--- config.mk ---
export PLATFORM = sky130hd
export DESIGN_NAME = shapool_io_ctrl
export DESIGN_NICKNAME = d
export VERILOG_FILES = /design/src/rtl/shapool_io_pkg.sv /design/src/rtl/spi_rx_sync.sv /design/src/rtl/shapool_io_ctrl.sv
export SDC_FILE = /design/constraint.sdc
export NUM_CORES = 1
export LEC_CHECK = 0
export BUFFER_PORTS_ARGS = -buffer_cell sky130_fd_sc_hd__buf_4
export CORE_UTILIZATION = 40
export DETAILED_ROUTE_END_ITERATION = 6
export PLACE_DENSITY = 0.58
export SYNTH_ARGS = -nofsm -noshare
export SYNTH_HDL_FRONTEND = slang
export SYNTH_SLANG_ARGS = --single-unit
--- constraint.sdc ---
create_clock -name clk_in -period 27.4 [get_ports clk_in]
set_clock_uncertainty 0.15 [all_clocks]
set_input_delay 2.74 -clock clk_in [delete_from_list [all_inputs] [get_ports clk_in]]
set_output_delay 2.74 -clock clk_in [all_outputs]
set_load 0.005 [all_outputs]
--- src/rtl/shapool_io_pkg.sv ---
// Shared types and width helpers for the shapool SPI front-end and job sequencer.
package shapool_io_pkg;

  typedef enum logic [1:0] {
    ST_IDLE  = 2'd0,
    ST_LOAD  = 2'd1,
    ST_RUN   = 2'd2,
    ST_FOUND = 2'd3
  } state_t;

  localparam int JOB_BITS_DEF   = 352;
  localparam int NONCE_BITS_DEF = 32;
  localparam int CFG_BITS_DEF   = 8;

  // Bits needed to hold values 0 .. v-1.
  function automatic int clog2_f(input int v);
    int r;
    int x;
    r = 0;
    x = v - 1;
    while (x > 0) begin
      r = r + 1;
      x = x >> 1;
    end
    return r;
  endfunction

endpackage

--- src/rtl/spi_rx_sync.sv ---
// SPI pin synchroniser: resamples sck/sdi/cs_n onto clk_in and emits registered
// one-cycle strobes for sck rise, cs fall and cs rise, aligned with the data bit.
module spi_rx_sync #(
  parameter int SYNC_STAGES = 2
) (
  input  logic clk_in,
  input  logic reset_in,
  input  logic sck_in,
  input  logic sdi_in,
  input  logic cs_n_in,
  output logic sdi_out,
  output logic cs_n_out,
  output logic sck_rise_out,
  output logic cs_fall_out,
  output logic cs_rise_out
);

  logic [SYNC_STAGES-1:0] r_sck_sync;
  logic [SYNC_STAGES-1:0] r_sdi_sync;
  logic [SYNC_STAGES-1:0] r_cs_sync;
  logic                   r_sck_prev;
  logic                   r_cs_prev;

  // cs_n chain resets to the idle (high) level so reset exit never looks like a frame edge.
  always_ff @(posedge clk_in or posedge reset_in) begin
    if (reset_in) begin
      r_sck_sync   <= '0;
      r_sdi_sync   <= '0;
      r_cs_sync    <= '1;
      r_sck_prev   <= 1'b0;
      r_cs_prev    <= 1'b1;
      sdi_out      <= 1'b0;
      cs_n_out     <= 1'b1;
      sck_rise_out <= 1'b0;
      cs_fall_out  <= 1'b0;
      cs_rise_out  <= 1'b0;
    end else begin
      r_sck_sync   <= {r_sck_sync[SYNC_STAGES-2:0], sck_in};
      r_sdi_sync   <= {r_sdi_sync[SYNC_STAGES-2:0], sdi_in};
      r_cs_sync    <= {r_cs_sync[SYNC_STAGES-2:0], cs_n_in};
      r_sck_prev   <= r_sck_sync[SYNC_STAGES-1];
      r_cs_prev    <= r_cs_sync[SYNC_STAGES-1];
      sdi_out      <= r_sdi_sync[SYNC_STAGES-1];
      cs_n_out     <= r_cs_sync[SYNC_STAGES-1];
      sck_rise_out <= r_sck_sync[SYNC_STAGES-1] & ~r_sck_prev;
      cs_fall_out  <= ~r_cs_sync[SYNC_STAGES-1] & r_cs_prev;
      cs_rise_out  <= r_cs_sync[SYNC_STAGES-1] & ~r_cs_prev;
    end
  end

endmodule

--- src/rtl/shapool_io_ctrl.sv ---
// SPI front-end and job sequencer for the shapool hashing pool.
// Build macro SHAPOOL_RESULT_READBACK_EN enables winning-nonce readback over the daisy chain.
//
//   state | meaning
//   IDLE  | pool stopped, waiting for a global frame
//   LOAD  | global frame in progress
//   RUN   | pool hashing the latched job
//   FOUND | this device won; shared ready line pulled low
module shapool_io_ctrl
  import shapool_io_pkg::*;
#(
  parameter int POOL_SIZE    = 2,
  parameter int JOB_BITS     = JOB_BITS_DEF,
  parameter int CFG_BITS     = CFG_BITS_DEF,
  parameter int NONCE_BITS   = NONCE_BITS_DEF,
  parameter int SYNC_STAGES  = 2,
  parameter int LED_DIV_LOG2 = 22
) (
  input  logic                  clk_in,
  input  logic                  reset_in,
  input  logic                  sck0_in,
  input  logic                  sdi0_in,
  input  logic                  cs0_n_in,
  input  logic                  sck1_in,
  input  logic                  sdi1_in,
  input  logic                  cs1_n_in,
  output logic                  sdo1_out,
  input  logic                  ready_n_in,
  output logic                  ready_n_oe_out,
  output logic [JOB_BITS-1:0]   job_out,
  output logic [CFG_BITS-1:0]   cfg_out,
  output logic                  start_out,
  output logic                  halt_out,
  input  logic                  pool_success_in,
  input  logic [NONCE_BITS-1:0] pool_nonce_in,
  input  logic                  pool_done_in,
  output logic                  frame_err_out,
  output logic                  status_led_n_out
);

  localparam int DAISY_BITS       = CFG_BITS + NONCE_BITS;
  localparam int CNT_W            = clog2_f(JOB_BITS + 2);
  localparam int unused_pool_size = POOL_SIZE;

  logic w_sdi0, w_cs0_n, w_sck0_rise, w_cs0_fall, w_cs0_rise;
  logic w_sdi1, w_unused_cs1_n, w_sck1_rise, w_cs1_fall, w_cs1_rise;
  logic w_frame_good;
  logic w_rdy_n;

  state_t r_state, w_state_nxt;
  logic   w_start_nxt, w_halt_nxt;

  logic [CNT_W-1:0]        r_cnt;
  logic [JOB_BITS-1:0]     r_shift0;
  logic [DAISY_BITS-1:0]   r_daisy;
  logic [SYNC_STAGES-1:0]  r_rdy_sync;
  logic [LED_DIV_LOG2-1:0] r_led_div;

  spi_rx_sync #(.SYNC_STAGES(SYNC_STAGES)) u_sync0 (
    .clk_in(clk_in), .reset_in(reset_in),
    .sck_in(sck0_in), .sdi_in(sdi0_in), .cs_n_in(cs0_n_in),
    .sdi_out(w_sdi0), .cs_n_out(w_cs0_n),
    .sck_rise_out(w_sck0_rise), .cs_fall_out(w_cs0_fall), .cs_rise_out(w_cs0_rise)
  );

  spi_rx_sync #(.SYNC_STAGES(SYNC_STAGES)) u_sync1 (
    .clk_in(clk_in), .reset_in(reset_in),
    .sck_in(sck1_in), .sdi_in(sdi1_in), .cs_n_in(cs1_n_in),
    .sdi_out(w_sdi1), .cs_n_out(w_unused_cs1_n),
    .sck_rise_out(w_sck1_rise), .cs_fall_out(w_cs1_fall), .cs_rise_out(w_cs1_rise)
  );

  assign w_frame_good = (r_cnt == CNT_W'(JOB_BITS));
  assign w_rdy_n      = r_rdy_sync[SYNC_STAGES-1];

  always_ff @(posedge clk_in or posedge reset_in) begin
    if (reset_in) begin
      r_rdy_sync <= '1;
      r_led_div  <= '0;
    end else begin
      r_rdy_sync <= {r_rdy_sync[SYNC_STAGES-2:0], ready_n_in};
      r_led_div  <= r_led_div + LED_DIV_LOG2'(1);
    end
  end

  // Global bus: the counter saturates one past a full frame so any overrun reads as bad.
  always_ff @(posedge clk_in or posedge reset_in) begin
    if (reset_in) begin
      r_cnt         <= '0;
      r_shift0      <= '0;
      job_out       <= '0;
      frame_err_out <= 1'b0;
    end else begin
      if (w_cs0_fall) begin
        r_cnt <= '0;
      end else if (w_sck0_rise && !w_cs0_n) begin
        r_shift0 <= {r_shift0[JOB_BITS-2:0], w_sdi0};
        if (r_cnt != CNT_W'(JOB_BITS + 1))
          r_cnt <= r_cnt + CNT_W'(1);
      end
      if (w_cs0_rise) begin
        if (w_frame_good)
          job_out <= r_shift0;
        frame_err_out <= ~w_frame_good;
      end
    end
  end

`ifdef SHAPOOL_RESULT_READBACK_EN
  logic [NONCE_BITS-1:0] r_nonce;

  always_ff @(posedge clk_in or posedge reset_in) begin
    if (reset_in)
      r_nonce <= '0;
    else if (r_state == ST_RUN && pool_success_in)
      r_nonce <= pool_nonce_in;
  end

  always_ff @(posedge clk_in or posedge reset_in) begin
    if (reset_in) begin
      r_daisy <= '0;
      cfg_out <= '0;
    end else begin
      if (w_cs1_fall && r_state == ST_FOUND)
        r_daisy <= {cfg_out, r_nonce};
      else if (w_sck1_rise)
        r_daisy <= {r_daisy[DAISY_BITS-2:0], w_sdi1};
      if (w_cs1_rise)
        cfg_out <= r_daisy[DAISY_BITS-1 -: CFG_BITS];
    end
  end
`else
  logic w_unused_nonce;
  assign w_unused_nonce = ^pool_nonce_in;

  always_ff @(posedge clk_in or posedge reset_in) begin
    if (reset_in) begin
      r_daisy <= '0;
      cfg_out <= '0;
    end else begin
      if (w_sck1_rise)
        r_daisy <= {r_daisy[DAISY_BITS-2:0], w_sdi1};
      if (w_cs1_rise)
        cfg_out <= r_daisy[DAISY_BITS-1 -: CFG_BITS];
    end
  end
`endif

  assign sdo1_out = r_daisy[DAISY_BITS-1];

  always_ff @(posedge clk_in or posedge reset_in) begin
    if (reset_in) begin
      r_state   <= ST_IDLE;
      start_out <= 1'b0;
      halt_out  <= 1'b0;
    end else begin
      r_state   <= w_state_nxt;
      start_out <= w_start_nxt;
      halt_out  <= w_halt_nxt;
    end
  end

  // In RUN a success beats every other event so a found nonce is never dropped.
  always_comb begin
    w_state_nxt = r_state;
    w_start_nxt = 1'b0;
    w_halt_nxt  = 1'b0;
    case (r_state)
      ST_IDLE: begin
        if (w_cs0_fall)
          w_state_nxt = ST_LOAD;
      end
      ST_LOAD: begin
        if (w_cs0_rise) begin
          if (w_frame_good) begin
            w_state_nxt = ST_RUN;
            w_start_nxt = 1'b1;
          end else begin
            w_state_nxt = ST_IDLE;
          end
        end
      end
      ST_RUN: begin
        if (pool_success_in) begin
          w_state_nxt = ST_FOUND;
        end else if (w_cs0_fall) begin
          w_state_nxt = ST_LOAD;
          w_halt_nxt  = 1'b1;
        end else if (!w_rdy_n) begin
          w_state_nxt = ST_IDLE;
          w_halt_nxt  = 1'b1;
        end else if (pool_done_in) begin
          w_state_nxt = ST_IDLE;
        end
      end
      ST_FOUND: begin
        if (w_cs0_fall)
          w_state_nxt = ST_LOAD;
      end
      default: w_state_nxt = ST_IDLE;
    endcase
  end

  assign ready_n_oe_out = (r_state == ST_FOUND);

  always_comb begin
    status_led_n_out = 1'b1;
    case (r_state)
      ST_RUN:   status_led_n_out = r_led_div[LED_DIV_LOG2-1];
      ST_FOUND: status_led_n_out = 1'b0;
      default:  status_led_n_out = 1'b1;
    endcase
  end

endmodule
### Word-level counts from Yosys, hierarchy flattened

Cells that the tools add are included.

* output and inout port bits: 366
* flip-flop bits (word level): 813
* input port bits: 43

* $add $sub $neg: 2
* reductions and logical operators: 10
* bitwise logic cells: 12
* multiplexer cells: 19
* eq/ne operators: 8

Operators by type and width (count)
* $mux 9: 3
* $add 22x1->22 const B: 1
* $mux 2: 7
* $add 9x1->9 const B: 1
* $eq 9x9->1 const B: 1
* $ne 9x9->1 const B: 1
* $mux 1: 7
* $not 1->1: 7
* $pmux 2 s3: 1
* $reduce_and 2->1: 3
* $and 1x1->1: 5
* $ne 5x4->1 const B: 1
* $eq 2x2->1 const B: 2
* $ne 2x1->1 const B: 2
* $reduce_bool 2->1: 2
* $reduce_and 3->1: 1
* $eq 2x1->1 const B: 1
* $logic_not 2->1: 1
* $pmux 1 s2: 1
* $reduce_or 2->1: 1
* $logic_and 1x1->1: 1
* $logic_not 1->1: 1

### Depth between registers and ports, before layout

Gate-level depths: netlist (run 1).

* word-level depth: 5
* gate-level depth with buffers: 9
* depth with buffers taken out: 6

### Hierarchy

Synthesis (run 1) repeated with hierarchy kept, for this count alone.

* cells, all modules: 1787
* area, all modules: 30484.2 um^2

Modules (own cells, without submodules)
* shapool_io_ctrl: cells each 1755, area each 29826.1 um^2, times used 1, sequential area each 19771.5 um^2
* spi_rx_sync: cells each 16, area each 329.1 um^2, times used 2, sequential area each 304.0 um^2

### Worst setup path before layout (run 1)

No wires, ideal clock.

* path kind: input -> register
* start point: in pool_success_in
* end point: reg r_state[0]
* required time: 27125 ps
* slack: 23535 ps
* setup time: 125 ps
* stages on the path: 4
* data arrival time: 3590 ps
* cells stage by stage: nor4bb_1 > nor2_1 > o22ai_1 > mux2_2

* longest elaborated chain between the ends: 2
* elaborated cells on any way between the ends: 4
* classes of those cells: 1 x eq/ne; 2 x mux; 1 x reduce/logical

Ends and longest elaborated chain
* start, declared: RTL line shapool_io_ctrl.sv:34 `input logic pool_success_in,`
* $ne 5x4->1 (no source line) or $mux 2 (tied branches)
* $reduce_and 3->1 (no source line) or $pmux 2 s3 (tied branches)
* end signal, assigned: RTL line shapool_io_ctrl.sv:157 `r_state <= w_state_nxt;`
* end, declared: RTL line shapool_io_ctrl.sv:50 `state_t r_state, w_state_nxt;`

Parallel ways exist; a longest one is shown, timed or not.
A chain may end at the register's enable or synchronous reset.

==> summary.txt, run 1 <==
Setup path
  • Most frequent cell on the critical path: buf_4
  • Required time of the critical path: around 28000 ps
  • Worst Setup SP: reset_in
  • Reg-to-reg startpoint: r_cnt[0]
  • Arr. time, crit path: 6800 ps
  • Crit Path Max Fanout: between 100 and 150
  • Crit-path slowest cell: buf_4
  • CP cell instances: buf_4, inv_8, buf_4, buf_4, buf_4, buf_4
  • Buf/Inv on CP: 6
  • Largest stage delay, worst path: roughly 900 ps
  • Worst Setup End Kind: async pin
  • CP top delay family: buffers and inverters
  • Critical path class: primary input to async pin
  • Startpoint Class: primary input

Logic synthesis
  • Synth top cells by count: dfrtp_1, mux2_2, buf_2
  • Mapped Nets: between 1.5k and 2k
  • Count leader, synth: dfrtp_1
  • Synth Warn #: 0
  • Primary flip-flop cell chosen by synthesis mapping: dfrtp_1
  • Gate Count Post-Synth: 1784
  • Seq cells post-synth: 813
  • Top cell type's share of synthesized area: 66.3%
  • Post-synthesis sequential area ratio: about two thirds
  • Post-synth EDFFs: 0
  • Top cells by area, synth: dfrtp_1, mux2_2, mux2_4
  • Synth async-reset ratio: 100%
  • Synth unique cells: 36
  • Yosys top cell by area: dfrtp_1
  • Mapped cell area: approximately 30000 um^2
  • Average cell area after synthesis: about 17 um^2

Clocking
  • Inserted Clock Buffers: between 80 and 90
  • Clock slew at reported path FFs: 60 ps
  • Post-CTS Resized: 0
  • CTS H-tree lvls: 3
  • Sink Count: about 810
  • Worst skew pair latency: 630 ps
  • Root Buffer: clkbuf_16
  • CTS Hold Bufs: 0
  • Post-CTS Setup Bufs: 0
  • Worst-case clock buffer depth: 3
  • CTS tree: yes

Power and ir drop
  • Switching pwr: 0.521 mW
  • Max VDD drop: between 0.04 and 0.05 mV
  • Flop pwr share: 50.6%
  • Combinational Power Share: 2.6%
  • Switch share: 21.4%
  • Leakage: about 19 nW
  • PwrDens: 65.8 nW/um^2
  • Clock power share: between 40% and 50%
  • Cell Int Power: 1.91 mW

Cells and area
  • Layout fillers: between 6k and 7k
  • NumNets Final: roughly 2.2k
  • P&R area growth vs syn: 21.6%
  • Layout cell share with drive strength beyond 1: 57.3%
  • Post-layout util: approximately half
  • ANT cells: 0
  • Final instance area: about 37000 um^2

Global route
  • First-pass GRT wire length: slightly below 100 mm
  • Number of global-route vias before repair: 16.8k
  • Antenna violations before repair: 0
  • Maximum number of pins on one net before global-route repair: about 190
  • Tot GR Track Use: between 10% and 20%
  • Grt ovf: 0

Min path
  • Hold_sp: u_sync1.r_sdi_sync[1]
  • HP Class: flop to flop

Drt
  • DR vias/cell: a little under 5
  • DRT Wirelength: between 50 and 60 mm
  • DR WL/cell: 18.3 um
  • Drt pass-1 iters: 6
  • Antenna viol nets, final: 0
  • Detailed Route Iter0 Violations: slightly below 600
  • # DRC: 0
  • Via count: between 15k and 20k

STA
  • Fmax: ~160 MHz
  • Final Hold Violating Endpoints: 0
  • Final slew viol count: 0
  • Slew @ Worst Pin: roughly 1200 ps
  • Crit path time final: between 6000 and 7000 ps
  • Final period util: 23.2%
  • Slew Limit Headroom: 21.4%
  • Final setup fails: 0
  • RSZ-0062 raised after global routing: no
  • Setup TNS Final: 0 ps

Die
  • Chip width: 278 um
  • Die ar.: roughly 77000 um^2
  • Row Count: 100
  • Top Ports: 409
  • Core region area: between 70000 and 80000 um^2
  • Initial Util: about two fifths
  • Die H: around 280 um

Placed design
  • Placed Area: 34100 um^2
  • DP HPWL: roughly 37 mm
  • IO buf count: about 380
  • RD Place Congestion: around 0.74

Status
  • Outcome: finished clean

Flow run
  • Max cap viols: 0
## through the flow
step | setup slack [ps] | total power [mW] | hold WS (ps) | std cells
global placement | 20270 | 1.32 | 184 | 3060
finish | 21060 | 2.43 | 189 | 3215
global route | 20260 | 2.53 | 197 | 3215
detailed placement | 20120 | 1.32 | 188 | 3060
floorplan | 1690 | 1.30 | 181 | 1784
CTS | 20790 | 2.47 | 188 | 3215
## metal layers
| metal | GRT usage, % | vias up | part of all wire (%) |
|---|---|---|---|
| li1 | - | 7101 | - |
| met1 | 20.0 | 8138 | 43 |
| met2 | 24.7 | 297 | 48 |
| met3 | 5.10 | 99 | 6.4 |
| met4 | 4.80 | 0 | 2.5 |
| met5 | 0 | - | 0 |
## cell families (layout without fill, tap and decap cells)
logic type | count (synthesis) | after routing | share of synthesized area (%)
DFF | 813 | 813 | 67.0
muxes | 757 | 757 | 28.8
buffers and inverters | 95 | 557 | 1.61
and+or+nand+nor | 77 | 77 | 1.39
xor gates and xnor gates | 25 | 25 | 0.721
AOI/OAI and AO/OA | 9 | 9 | 0.169
adders and majority gates | 8 | 8 | 0.330
## power by group through the flow
stage	sequential (mW)	clock [mW]	combinational, mW
2_1_floorplan	1.25	0	0.0514
3_3_place_gp	1.25	0	0.0639
3_5_place_dp	1.25	0	0.0661
4_1_cts	1.23	1.18	0.0664
5_1_grt	1.23	1.22	0.0726
6_report	1.23	1.14	0.0633
## final timing paths
kind                            cells after the start          endpoint  slack, ps
min in group asynchronous                           2     r_shift0[237]       2050
worst max register to register                      7      job_out[215]      23030
worst min register to register                      0   u_sync1.sdi_out        190
worst max-delay path                                6       job_out[20]      21060
max in group clk_in                                 4  status_led_n_out      22800
worst min-delay path                                0   u_sync1.sdi_out        190
## cell type report
class | count | area [um^2] | area share [%]
inverters | 10 | 45.0 | 0.122
flip-flops and latches | 813 | 20400 | 55.1
clock buffers | 132 | 2570 | 6.95
clock inverters | 23 | 231 | 0.627
multi-input cells | 876 | 9540 | 25.8
repair buffers | 392 | 2980 | 8.07
well taps | 969 | 1210 | 3.28
## worst register-to-register path, cell delays in order (launching register included)
cell and delay (ps):
dfrtp_1 440, inv_1 90, ha_1 170, and3_1 150, and3_4 820, buf_4 960, buf_4 990, mux2_2 490
## cell usage in the layout (no fill, tap or decap), drive strengths merged, types with 4 or more instances in the layout
cell type and instances:
nand3 5, mux2 754, dfstp 8, buf 392, nand4 10, clkbuf 132
xor2 11, ha 8, dfrtp 805, nand2 12, and3 7, nor2 18
nor2b 8, inv 12, xnor2 14, clkinv 19, nor3 4
## state kept, by name, summed over array words and instances (netlist names), 2 cells and up
name / cells
r_state: 2
r_rdy_sync: 2
r_led_div: 22
cfg_out: 8
job_out: 352
u_sync1.r_sdi_sync: 2
r_daisy: 40
r_cnt: 9
r_shift0: 352
u_sync0.r_cs_sync: 2
u_sync0.r_sck_sync: 2
u_sync1.r_cs_sync: 2
u_sync0.r_sdi_sync: 2
u_sync1.r_sck_sync: 2
(Power assumes the default switching activity.)
==> run 2: changes to the inputs <==
--- a/config.mk
+++ b/config.mk
@@ -5,6 +5,7 @@
 export SDC_FILE = /design/constraint.sdc
 export NUM_CORES = 1
 export LEC_CHECK = 0
+export ABC_AREA = 1
 export BUFFER_PORTS_ARGS = -buffer_cell sky130_fd_sc_hd__buf_4
 export CORE_UTILIZATION = 40
 export DETAILED_ROUTE_END_ITERATION = 6
==> constraint.sdc (replaced) <==
create_clock -name clk_in -period 5.7 [get_ports clk_in]
set_clock_uncertainty 0.15 [all_clocks]
set_input_delay 0.57 -clock clk_in [delete_from_list [all_inputs] [get_ports clk_in]]
set_output_delay 0.57 -clock clk_in [all_outputs]
set_load 0.005 [all_outputs]
==> run 2 against run 1 <==
  * Worst setup slack got worse by 18000 ps
  * Synthesized cell count up 73%
  * Sequential share of layout area shrank 0.52 points
  * Global-route usage grew 0.94 points
  * Combinational power rose to 6.1 times the previous value
  * Clock-buffer cell count shrank 1
  * Via count grew 30%
  * Sequential power rose to 4.8 times the previous value
  * Register-to-register slack worse by 20000 ps
  * Largest power group unchanged
==> summary.txt, run 2 <==
Clocking
  • Post-CTS Resized: 0 (unchanged)
  • Worst-case clock buffer depth: 3 (unchanged)
  • Post-CTS Setup Bufs: 0 (unchanged)
  • Inserted Clock Buffers: 88 (+2.3%)
  • Sink Count: 813 (unchanged)
  • CTS Hold Bufs: 9 (+9)
  • Worst skew pair latency: 630 ps (about the same)
  • CTS tree: yes
  • CTS H-tree lvls: 3 (unchanged)
  • Clock slew at reported path FFs: 60 ps (about the same)
  • Root Buffer: clkbuf_16

Drt
  • Drt pass-1 iters: 5 (-1)
  • Antenna viol nets, final: 0 (unchanged)
  • DR vias/cell: 4.51 (-7.2%)
  • Detailed Route Iter0 Violations: 1269 (+120%)
  • # DRC: 0 (unchanged)
  • Via count: 20.4k (+30%)
  • DR WL/cell: 14.0 um (-24%)
  • DRT Wirelength: 63.0 mm (+7.1%)

Die
  • Top Ports: 409 (unchanged)
  • Core region area: 76100 um^2 (+1.7%)
  • Initial Util: 40.5% (-0.067 points)
  • Chip width: 280 um (+0.75%)
  • Die ar.: 78200 um^2 (+1.5%)
  • Row Count: 101 (+1.0%)
  • Die H: 280 um (+0.75%)

Cells and area
  • Most frequent cells in the layout: nand2_1, dfrtp_1, inv_1
  • Post-layout util: 49.0% (-0.34 points)
  • P&R area growth vs syn: 20.9%
  • Top Registers: job_out: 352 flops, r_shift0: 352 flops, r_daisy: 40 flops
  • Commonest non-fill, non-tap cell in the layout: nand2_1
  • ANT cells: 0 (unchanged)
  • Final instance area: 37300 um^2 (+0.97%)
  • Layout fillers: 7252 (+14%)
  • NumNets Final: 3460 (+55%)
  • Layout cell share with drive strength beyond 1: 18.7% (-39 points)

Logic synthesis
  • Post-synth EDFFs: 0 (unchanged)
  • Synth async-reset ratio: 100% (unchanged)
  • Seq cells post-synth: 813 (unchanged)
  • Synth top cells by count: nand2_1, dfrtp_1, inv_1
  • Mapped cell area: 30800 um^2 (+1.5%)
  • Mapped Nets: 3134 (+71%)
  • Synth unique cells: 27 (-25%)
  • Synth Warn #: 0 (unchanged)
  • Yosys top cell by area: dfrtp_1
  • Average cell area after synthesis: 10.0 um^2 (-41%)
  • Primary flip-flop cell chosen by synthesis mapping: dfrtp_1
  • Count leader, synth: nand2_1
  • Gate Count Post-Synth: 3083 (+73%)
  • Post-synthesis sequential area ratio: 66.0% (-1.0 points)
  • Top cells by area, synth: dfrtp_1, nand2_1, o21ai_0
  • Top cell type's share of synthesized area: 65.3% (-0.98 points)

Global route
  • Antenna violations before repair: 0 (unchanged)
  • Number of global-route vias before repair: 19.8k (+18%)
  • GR peak layer: met2
  • Maximum number of pins on one net before global-route repair: 261 (+40%)
  • Met2 Track Usage GR: 24.3% (-0.39 points)
  • M3 GR Usage: 5.40% (+0.29 points)
  • Tot GR Track Use: 16.4% (+0.94 points)
  • First-pass GRT wire length: 105 mm (+9.0%)
  • Global routing usage on met1: 22.8% (+2.8 points)
  • Grt ovf: 0 (unchanged)

Placed design
  • Placed Area: 34200 um^2 (+0.23%)
  • Placement Setup Slack: 3190 ps (-16930 ps)
  • DP HPWL: 39.1 mm (+6.4%)
  • RD Place Congestion: 0.772 (+3.9%)
  • IO buf count: 376 (unchanged)

STA
  • Final Hold Violating Endpoints: 0 (unchanged)
  • Final slew viol count: 0 (unchanged)
  • Final WS setup: 3060 ps (-17990 ps)
  • Slew Limit Headroom: 14.2% (-7.2 points)
  • Setup TNS Final: 0 ps (unchanged)
  • Fmax: ~380 MHz
  • Final period util: a little under half
  • Crit path time final: between 2000 and 3000 ps
  • RSZ-0062 raised after global routing: no
  • Final setup fails: 0 (unchanged)
  • Slew @ Worst Pin: 1290 ps (+108 ps)

Setup path
  • Arr. time, crit path: 3030 ps (-3770 ps)
  • Startpoint Class: flop
  • Crit Path Max Fanout: 203 (+93%)
  • Required time of the critical path: 6090 ps (-21770 ps)
  • Worst Setup End Kind: flop
  • Critical path class: flop to flop

Status
  • Outcome: finished clean

Power and ir drop
  • Max VDD drop: 0.261 mV (+490%)
  • PwrDens: 326 nW/um^2 (+400%)
  • Leakage: 17.3 nW (-9.6%)

Flow run
  • Max cap viols: 0 (unchanged)

Min path
  • HP Class: flop to flop
## run 2: cell count changes after synthesis, sizes merged, moves of 6 or more
cell | previous run | this run
nand2 | 12 | 807
mux2 | 754 | 4
o21ai | 3 | 735
inv | 10 | 402
nor2 | 18 | 72
buf | 70 | 116
clkbuf | 15 | 51
a21oi | 3 | 27
nand3 | 5 | 19
nor2b | 8 | 0
and3 | 7 | 0
nand4 | 10 | 4
## run 2: final cells by class
type                       count  area [um^2]  share of cell area, %
sequential                   813        20400                   54.6
tap                         1030         1290                   3.46
clock buffer                 131         2560                   6.87
clock inverter                32          424                   1.14
multi-input combinational   1701         7970                   21.4
inverter                     402         1510                   4.06
timing repair buffer         403         3170                   8.51
## run 2: per-stage QoR
stage	std cells	hold WS [ps]	total power, mW
finish	4512	197	12.2
floorplan	3083	181	6.31
global placement	4340	184	6.43
global route	4512	208	12.7
CTS	4512	186	12.4
detailed placement	4340	187	6.44
## run 2: kinds of logic after synthesis
group,count (synthesis),synth area share (%)
AOI/OAI and AO/OA,764,13.6
muxes,4,0.146
adders and majority gates,8,0.325
DFF,813,66.0
buffers and inverters,569,8.17
xor gates and xnor gates,15,0.426
and+or+nand+nor,910,11.3
## run 2: final timing paths
path	end	start	cells past startpoint	slack (ps)
max	job_out[58]	r_cnt[0]	8	3060
min reg2reg	u_sync1.r_sdi_sync[1]	u_sync1.r_sdi_sync[0]	0	200
max in group asynchronous	r_shift0[221]	reset_in	4	3560
min in group asynchronous	r_daisy[4]	reset_in	3	460
max reg2reg	job_out[58]	r_cnt[0]	8	3060
min	u_sync1.r_sdi_sync[1]	u_sync1.r_sdi_sync[0]	0	200
## run 2: where the power goes
group | total [mW] | internal (mW) | switching [mW]
combinational | 0.389 | 0.115 | 0.274
sequential | 5.93 | 5.88 | 0.0579
clock | 5.83 | 3.49 | 2.34
total | 12.2 | 9.48 | 2.67
## run 2: critical path, cell delays in order, from the launching register on
cell and delay, ps:
dfrtp_1 400, inv_1 100, ha_1 200, nand4_1 120
nor2_1 80, nand2_4 260, buf_12 580, nand2_1 160
o21ai_2 100
## run 2: per-layer routing
metal	vias up	share of wire (%)	wire length, um
met1	9552	47	29300
met5	-	0	0
met2	349	44	27500
li1	10400	-	-
met4	0	2.4	1490
met3	97	7.5	4730
